===== src/rtl/vdot_pkg.sv =====
// Shared defaults and helper functions for the vdot_acc_pipe dot-product unit.
// The optional saturating accumulator is enabled with the VDOT_SAT_EN macro.
package vdot_pkg;

    localparam int LANES_DEF = 4;
    localparam int DW_DEF    = 8;
    localparam int ACCW_DEF  = 32;

    function automatic int clog2(input int value);
        int res;
        int v;
        res = 0;
        v = value - 1;
        while (v > 0) begin
            res = res + 1;
            v = v >>> 1;
        end
        return res;
    endfunction

    // Fill bit used when widening a value: the MSB in signed mode, zero otherwise.
    function automatic logic ext_bit(input logic is_signed, input logic msb);
        return is_signed & msb;
    endfunction

    function automatic logic add_ovf(input logic is_signed, input logic a_msb,
                                     input logic b_msb, input logic sum_msb,
                                     input logic carry);
        if (is_signed)
            return (a_msb == b_msb) && (sum_msb != a_msb);
        return carry;
    endfunction

endpackage


===== src/rtl/vdot_lane_mul.sv =====
// One DW x DW lane multiplier with signed select and a registered 2*DW product.
// The low 2*DW bits of the widened product are exact in both modes.
module vdot_lane_mul #(
    parameter int DW = 8
) (
    input  logic            clk,
    input  logic            rst_n,
    input  logic            en,
    input  logic            is_signed,
    input  logic [DW-1:0]   a,
    input  logic [DW-1:0]   b,
    output logic [2*DW-1:0] prod
);

    logic [2*DW-1:0] a_x;
    logic [2*DW-1:0] b_x;
    logic [2*DW-1:0] full;

    assign a_x  = {{DW{is_signed & a[DW-1]}}, a};
    assign b_x  = {{DW{is_signed & b[DW-1]}}, b};
    assign full = a_x * b_x;

    always_ff @(posedge clk or negedge rst_n) begin
        if (!rst_n)
            prod <= '0;
        else if (en)
            prod <= full;
    end

endmodule


===== src/rtl/vdot_acc_pipe.sv =====
// Three-stage streaming dot product (multiply, adder tree, accumulate) with valid/ready.
// Define VDOT_SAT_EN for a saturating accumulator and a sticky out_ovf flag.
module vdot_acc_pipe
    import vdot_pkg::*;
#(
    parameter int LANES = LANES_DEF,
    parameter int DW    = DW_DEF,
    parameter int ACCW  = ACCW_DEF
) (
    input  logic                clk,
    input  logic                rst_n,
    input  logic                in_valid,
    output logic                in_ready,
    input  logic                in_last,
    input  logic                in_signed,
    input  logic [LANES*DW-1:0] in_a,
    input  logic [LANES*DW-1:0] in_b,
    output logic                out_valid,
    input  logic                out_ready,
    output logic [ACCW-1:0]     out_res,
    output logic                out_ovf
);

    localparam int LG   = clog2(LANES);
    localparam int SUMW = 2*DW + LG;

    logic            stall;
    logic            load_res;
    logic            s1_valid;
    logic            s1_last;
    logic            s1_signed;
    logic [2*DW-1:0] prod [LANES];
    logic [SUMW-1:0] tree_sum;
    logic [ACCW-1:0] tree_ext;
    logic            s2_valid;
    logic            s2_last;
    logic [ACCW-1:0] s2_sum;
    logic            first;
    logic [ACCW-1:0] acc;
    logic [ACCW-1:0] acc_base;
    logic [ACCW-1:0] acc_next;

    // Only a second final result can collide with an unconsumed one; partial beats keep flowing.
    assign stall    = out_valid && !out_ready && s2_valid && s2_last;
    assign in_ready = !stall;
    assign load_res = s2_valid && s2_last && !stall;

    for (genvar i = 0; i < LANES; i++) begin : g_lane
        vdot_lane_mul #(.DW(DW)) u_mul (
            .clk       (clk),
            .rst_n     (rst_n),
            .en        (in_ready),
            .is_signed (in_signed),
            .a         (in_a[i*DW +: DW]),
            .b         (in_b[i*DW +: DW]),
            .prod      (prod[i])
        );
    end

    always_ff @(posedge clk or negedge rst_n) begin
        if (!rst_n) begin
            s1_valid  <= 1'b0;
            s1_last   <= 1'b0;
            s1_signed <= 1'b0;
        end else if (!stall) begin
            s1_valid  <= in_valid;
            s1_last   <= in_last;
            s1_signed <= in_signed;
        end
    end

    // The tree is sized for exact sums of LANES products, then widened to ACCW.
    always_comb begin
        tree_sum = '0;
        for (int i = 0; i < LANES; i++)
            tree_sum = tree_sum + {{LG{ext_bit(s1_signed, prod[i][2*DW-1])}}, prod[i]};
        tree_ext = s1_signed ? ACCW'($signed(tree_sum)) : ACCW'(tree_sum);
    end

`ifdef VDOT_SAT_EN
    logic            s2_signed;
    logic [ACCW:0]   raw_sum;
    logic            beat_ovf;
    logic            ovf_acc;
    logic            ovf_next;
    logic            ovf_res;

    always_ff @(posedge clk or negedge rst_n) begin
        if (!rst_n)
            s2_signed <= 1'b0;
        else if (!stall)
            s2_signed <= s1_signed;
    end
`endif

    always_ff @(posedge clk or negedge rst_n) begin
        if (!rst_n) begin
            s2_valid <= 1'b0;
            s2_last  <= 1'b0;
            s2_sum   <= '0;
        end else if (!stall) begin
            s2_valid <= s1_valid;
            s2_last  <= s1_last;
            s2_sum   <= tree_ext;
        end
    end

    assign acc_base = first ? '0 : acc;

`ifdef VDOT_SAT_EN
    // Clamp towards the side the running sum was on; unsigned beats can only overflow upward.
    always_comb begin
        raw_sum  = {1'b0, acc_base} + {1'b0, s2_sum};
        beat_ovf = add_ovf(s2_signed, acc_base[ACCW-1], s2_sum[ACCW-1],
                           raw_sum[ACCW-1], raw_sum[ACCW]);
        acc_next = raw_sum[ACCW-1:0];
        if (beat_ovf) begin
            if (!s2_signed)
                acc_next = '1;
            else if (acc_base[ACCW-1])
                acc_next = {1'b1, {(ACCW-1){1'b0}}};
            else
                acc_next = {1'b0, {(ACCW-1){1'b1}}};
        end
        ovf_next = (!first && ovf_acc) || beat_ovf;
    end

    always_ff @(posedge clk or negedge rst_n) begin
        if (!rst_n) begin
            ovf_acc <= 1'b0;
            ovf_res <= 1'b0;
        end else if (s2_valid && !stall) begin
            if (s2_last)
                ovf_res <= ovf_next;
            else
                ovf_acc <= ovf_next;
        end
    end

    assign out_ovf = ovf_res;
`else
    assign acc_next = acc_base + s2_sum;
    assign out_ovf  = 1'b0;
`endif

    always_ff @(posedge clk or negedge rst_n) begin
        if (!rst_n) begin
            acc       <= '0;
            first     <= 1'b1;
            out_valid <= 1'b0;
            out_res   <= '0;
        end else begin
            if (load_res) begin
                out_res   <= acc_next;
                out_valid <= 1'b1;
                first     <= 1'b1;
            end else begin
                if (s2_valid && !stall) begin
                    acc   <= acc_next;
                    first <= 1'b0;
                end
                if (out_valid && out_ready)
                    out_valid <= 1'b0;
            end
        end
    end

endmodule


===== config.mk =====
export PLATFORM = sky130hd
export DESIGN_NAME = vdot_acc_pipe
export DESIGN_NICKNAME = d
export VERILOG_FILES = /design/src/rtl/vdot_pkg.sv /design/src/rtl/vdot_lane_mul.sv /design/src/rtl/vdot_acc_pipe.sv
export SDC_FILE = /design/constraint.sdc
export NUM_CORES = 1
export LEC_CHECK = 0
export ABC_AREA = 0
export ABC_CLOCK_PERIOD_IN_PS = 4700
export CORE_AREA = 2 2 297 182
export CTS_BUF_LIST = sky130_fd_sc_hd__clkbuf_16
export CTS_CLUSTER_SIZE = 14
export DETAILED_ROUTE_END_ITERATION = 10
export DIE_AREA = 0 0 299 184
export PLACE_DENSITY = 0.65
export SYNTH_ARGS = -nofsm -noshare
export SYNTH_HDL_FRONTEND = slang
export SYNTH_HIERARCHICAL = 1
export SYNTH_SLANG_ARGS = --single-unit

===== constraint.sdc =====
create_clock -name clk -period 4.7 [get_ports clk]
set_input_delay 0.705 -clock clk [delete_from_list [all_inputs] [get_ports clk]]
set_output_delay 0.705 -clock clk [all_outputs]
set_load 0.01 [all_outputs]

==> results.md <==
* Final Wtd Congestion at 0.884
* Tcrit/Tclk final at 100%
* CORE AREA at 52000 µm²
* RSZ-0062 raised after global routing: true
* Cell Rows at 65
* Number of flops mapped to enable cells by yosys at 0
* Max Cap Viol at 0
* H-tree levels at 4
* Slowest CP cell: fa_1
* Slew Limit Fails at 0
* FMAX at 213 MHz
* Hold-fix buffers, CTS at 0
* Synth Register Bits at 154
* Area contributors post-synth: fa_1 (28%), dfrtp_1 (18%), ha_1 (11%), inv_1 (8.6%), nand2_1 (5.5%)
* Placement Cell Area at 24200 µm²
* Post-route setup slack at -0.00381 ns
* First-pass GRT wire length at 85200 µm
* Vias in the first global route at 16885
* Initial antenna violation count at 0
* DRC violations left at 0
* WP buf/inv at 5
* Finished Core Util at 49.0%
* Post-synthesis sequential area ratio at 18.6%
* Area of the multi-input gates at about 16000 µm²
* DP Wirelength at 41600 µm
* CP top delay family: adder cells
* Ys Warns at 6
* Largest net degree at the start of global routing at 67
* Synth Area per Inst at 8.90 µm²
* Post-Route WL at about 50000 µm
* Syn Nets at 2862
* Required time worst endpoint at 5.03 ns
* Area grow syn2layout at 23.3%
* Grt ovf at 0
* CTS tree: done
* Critical path, cell by cell: buf_8 > buf_12 > nand2_8 > or2_4 > fa_1 > fa_1 > inv_1 > fa_1 > fa_1 > inv_1 > fa_1 > inv_2 > ha_4 > o21a_4 > o31ai_4 > a21boi_4 > a31oi_4 > xnor2_1 > mux2_4
* Hold Crit Class: input port to async pin
* Nature of the critical path startpoint: input port
* Total GRT Usage at 19.1%
* Status: finished, violations left
* Drt via density at just under 5
* Buffers added on ports at 103
* Drt pass-1 iters at 5
* Worst slew pin tran at 1.17 ns
* DR iter-0 viols at 913
* Syn Inst Count at ~2300
* Post-synth top flop: dfrtp_1
* Clk_lat worst skew at 0.45 ns
* Largest stage delay, worst path at 0.57 ns
* CTS Buffer Depth at 2
* Arrival time worst endpoint at 5.03 ns
* PwrDens at 766 nW/µm²
* Final hold violation count at 0
* Chip Width at 299 µm
* Initial Util at 39.8%
* Distinct cells, synth at between 70 and 80
* Final-stage net count at 3139
* Worst Clk Skew at roughly 0.01 ns
* Reg area at 3850 µm²
* Inserted Diodes at 0
* Crit. End Element: register
* Largest area contributor in the netlist: fa_1
* Setup-failing EPs final at 1
* Filler cell count at 4914
* Die area at around 55000 µm²
* Worst VDD drop at 0.730 mV
* Clock sinks at 154
* Synth Cell Area at 20700 µm²
* Crit Path Class: input port to register
* Routed vias at between 15000 and 20000
* Final Cell Area at ~26000 µm²
* DIE HEIGHT at approximately 180 µm
* Top cell type's share of synthesized area at 27.8%
* Max_slew headroom at 22.2%
* CTS root buf: clkbuf_16
* Failing checks: negative setup slack
* Clock slew seen by the registers of the worst setup and hold paths at 0.07 ns
* Post-synth ARST share at 100%
* Static Leak at between 0.01 and 0.015 µW
* Crit-path max FO at 8
* Num CTS Buffers at 17
* WL/cell at 15.0 µm
* Critical Path Most Common Cell: fa_1
* Ports at 105
* Share of cells above drive strength 1 at 19.1%
* Period minus WS final at 4.70 ns
* Antenna viol nets, final at 0
==> state kept, by name, indices dropped and copies added (netlist names) <==
name / count
acc: 32
first: 1
g_lane.u_mul/prod: 64
out_res: 32
out_valid: 1
s1_last: 1
s1_signed: 1
s1_valid: 1
s2_last: 1
s2_sum: 19
s2_valid: 1
==> synthesized netlist by cell type, drive strengths merged (14+ instances only) <==
library cell and n:
nor2 72, mux2 40, a21oi 81, and2 130
o31ai 18, ha 180, nor3 26, clkbuf 62
nand2 304, dfrtp 153, buf 16, inv 476
o21ai 115, xnor2 62, a211oi 15, fa 287
nor2b 43, and3 17, nand3 27, o21a 14
or2 15, a21o 23, xor2 27
==> cell families (layout without fill, tap and decap cells) <==
family,Yosys count,count (layout),synth area share [%]
compound gates,332,332,10.2
xor+xnor,91,91,4.02
fa+ha+maj,467,467,38.6
buf+inv,557,847,10.2
flops,154,154,18.6
mux,42,42,2.29
other cells,1,1,0.0181
simple gates,681,681,16.0
==> worst reg2reg max path, cell delays in order (launching register included) <==
cell and delay (ns):
dfrtp_1 0.42, fa_1 0.62, fa_1 0.44, ha_1 0.25
fa_1 0.43, a211oi_1 0.38, o21ai_0 0.18, a31oi_1 0.37
o21ai_0 0.25, a31oi_1 0.24, xnor2_1 0.17, o21ai_0 0.11
==> cell usage in the layout (no fill, tap or decap), drive strengths merged, types with 17 or more instances in the layout <==
master / instances
dlygate4sd2: 30
xor2: 27
nand3: 27
dfrtp: 153
buf: 236
nand2: 304
inv: 482
o31ai: 18
nor3: 26
and2: 130
o21ai: 115
mux2: 40
ha: 180
a21o: 23
and3: 17
nor2: 72
clkdlybuf4s50: 38
clkbuf: 31
nor2b: 43
xnor2: 62
fa: 287
a21oi: 81
==> report_power, final <==
part,internal (µW),leakage (µW),switching [µW]
Sequential,2080,0.00186,417
Clock,760,0.000293,649
Combinational,7560,0.0107,8090
Total,10400,0.0128,9150
==> layout make-up <==
| cell class | instances | area share [%] |
|---|---|---|
| timing repair buffer | 336 | 10.9 |
| inverter | 479 | 7.06 |
| sequential | 154 | 15.1 |
| multi-input combinational | 1614 | 61.1 |
| clock buffer | 17 | 1.67 |
| clock inverter | 15 | 0.706 |
| tap | 703 | 3.45 |
==> layer usage <==
metal | GRT usage [%] | wire, µm | up-vias
li1 | - | - | 7831
met4 | 3.44 | 535 | 0
met2 | 29.1 | 21400 | 327
met3 | 2.81 | 2210 | 36
met5 | 0 | 0 | -
met1 | 28.8 | 25700 | 7901
==> path summary, 6_finish.rpt <==
kind,from,end,slack (ns),cells past startpoint
worst max-delay path,in_signed,g_lane[2].u_mul/prod[15]$_DFFE_PN0P_,-0.004,19
worst min-delay path,rst_n,out_res[4]$_DFFE_PN0P_,0.20,1
worst max register to register,g_lane[3].u_mul/prod[1]$_DFFE_PN0P_,s2_sum[30]$_DFFE_PN0N_,0.73,11
worst min register to register,s1_last$_DFFE_PN0N_,s2_last$_DFFE_PN0N_,0.46,1
max in group asynchronous,rst_n,g_lane[2].u_mul/prod[12]$_DFFE_PN0P_,3.36,2
min in group clk,s1_last$_DFFE_PN0N_,s2_last$_DFFE_PN0N_,0.46,1
==> through the flow <==
step,power (µW),setup slack [ns],hold WS (ns),setup TNS [ns],instances
2_1_floorplan,12800,-0.187,0.409,-1.05,2325
3_3_place_gp,16700,-0.790,0.444,-20.28,3270
3_5_place_dp,17000,-0.873,0.445,-22.15,3270
4_1_cts,19000,-0.00738,0.214,-0.0115,3311
5_1_grt,21700,-0.142,0.239,-1.03,3318
6_report,19500,-0.00381,0.204,-0.00381,3318
==> what timing repair did <==
action	CTS	global route
gates resized for setup	132	105
cloned	1	0
endpoints found under the setup margin	26	27
pin swaps	57	54
setup buffers	8	7
Note: power is estimated with default switching activity, not from simulation.
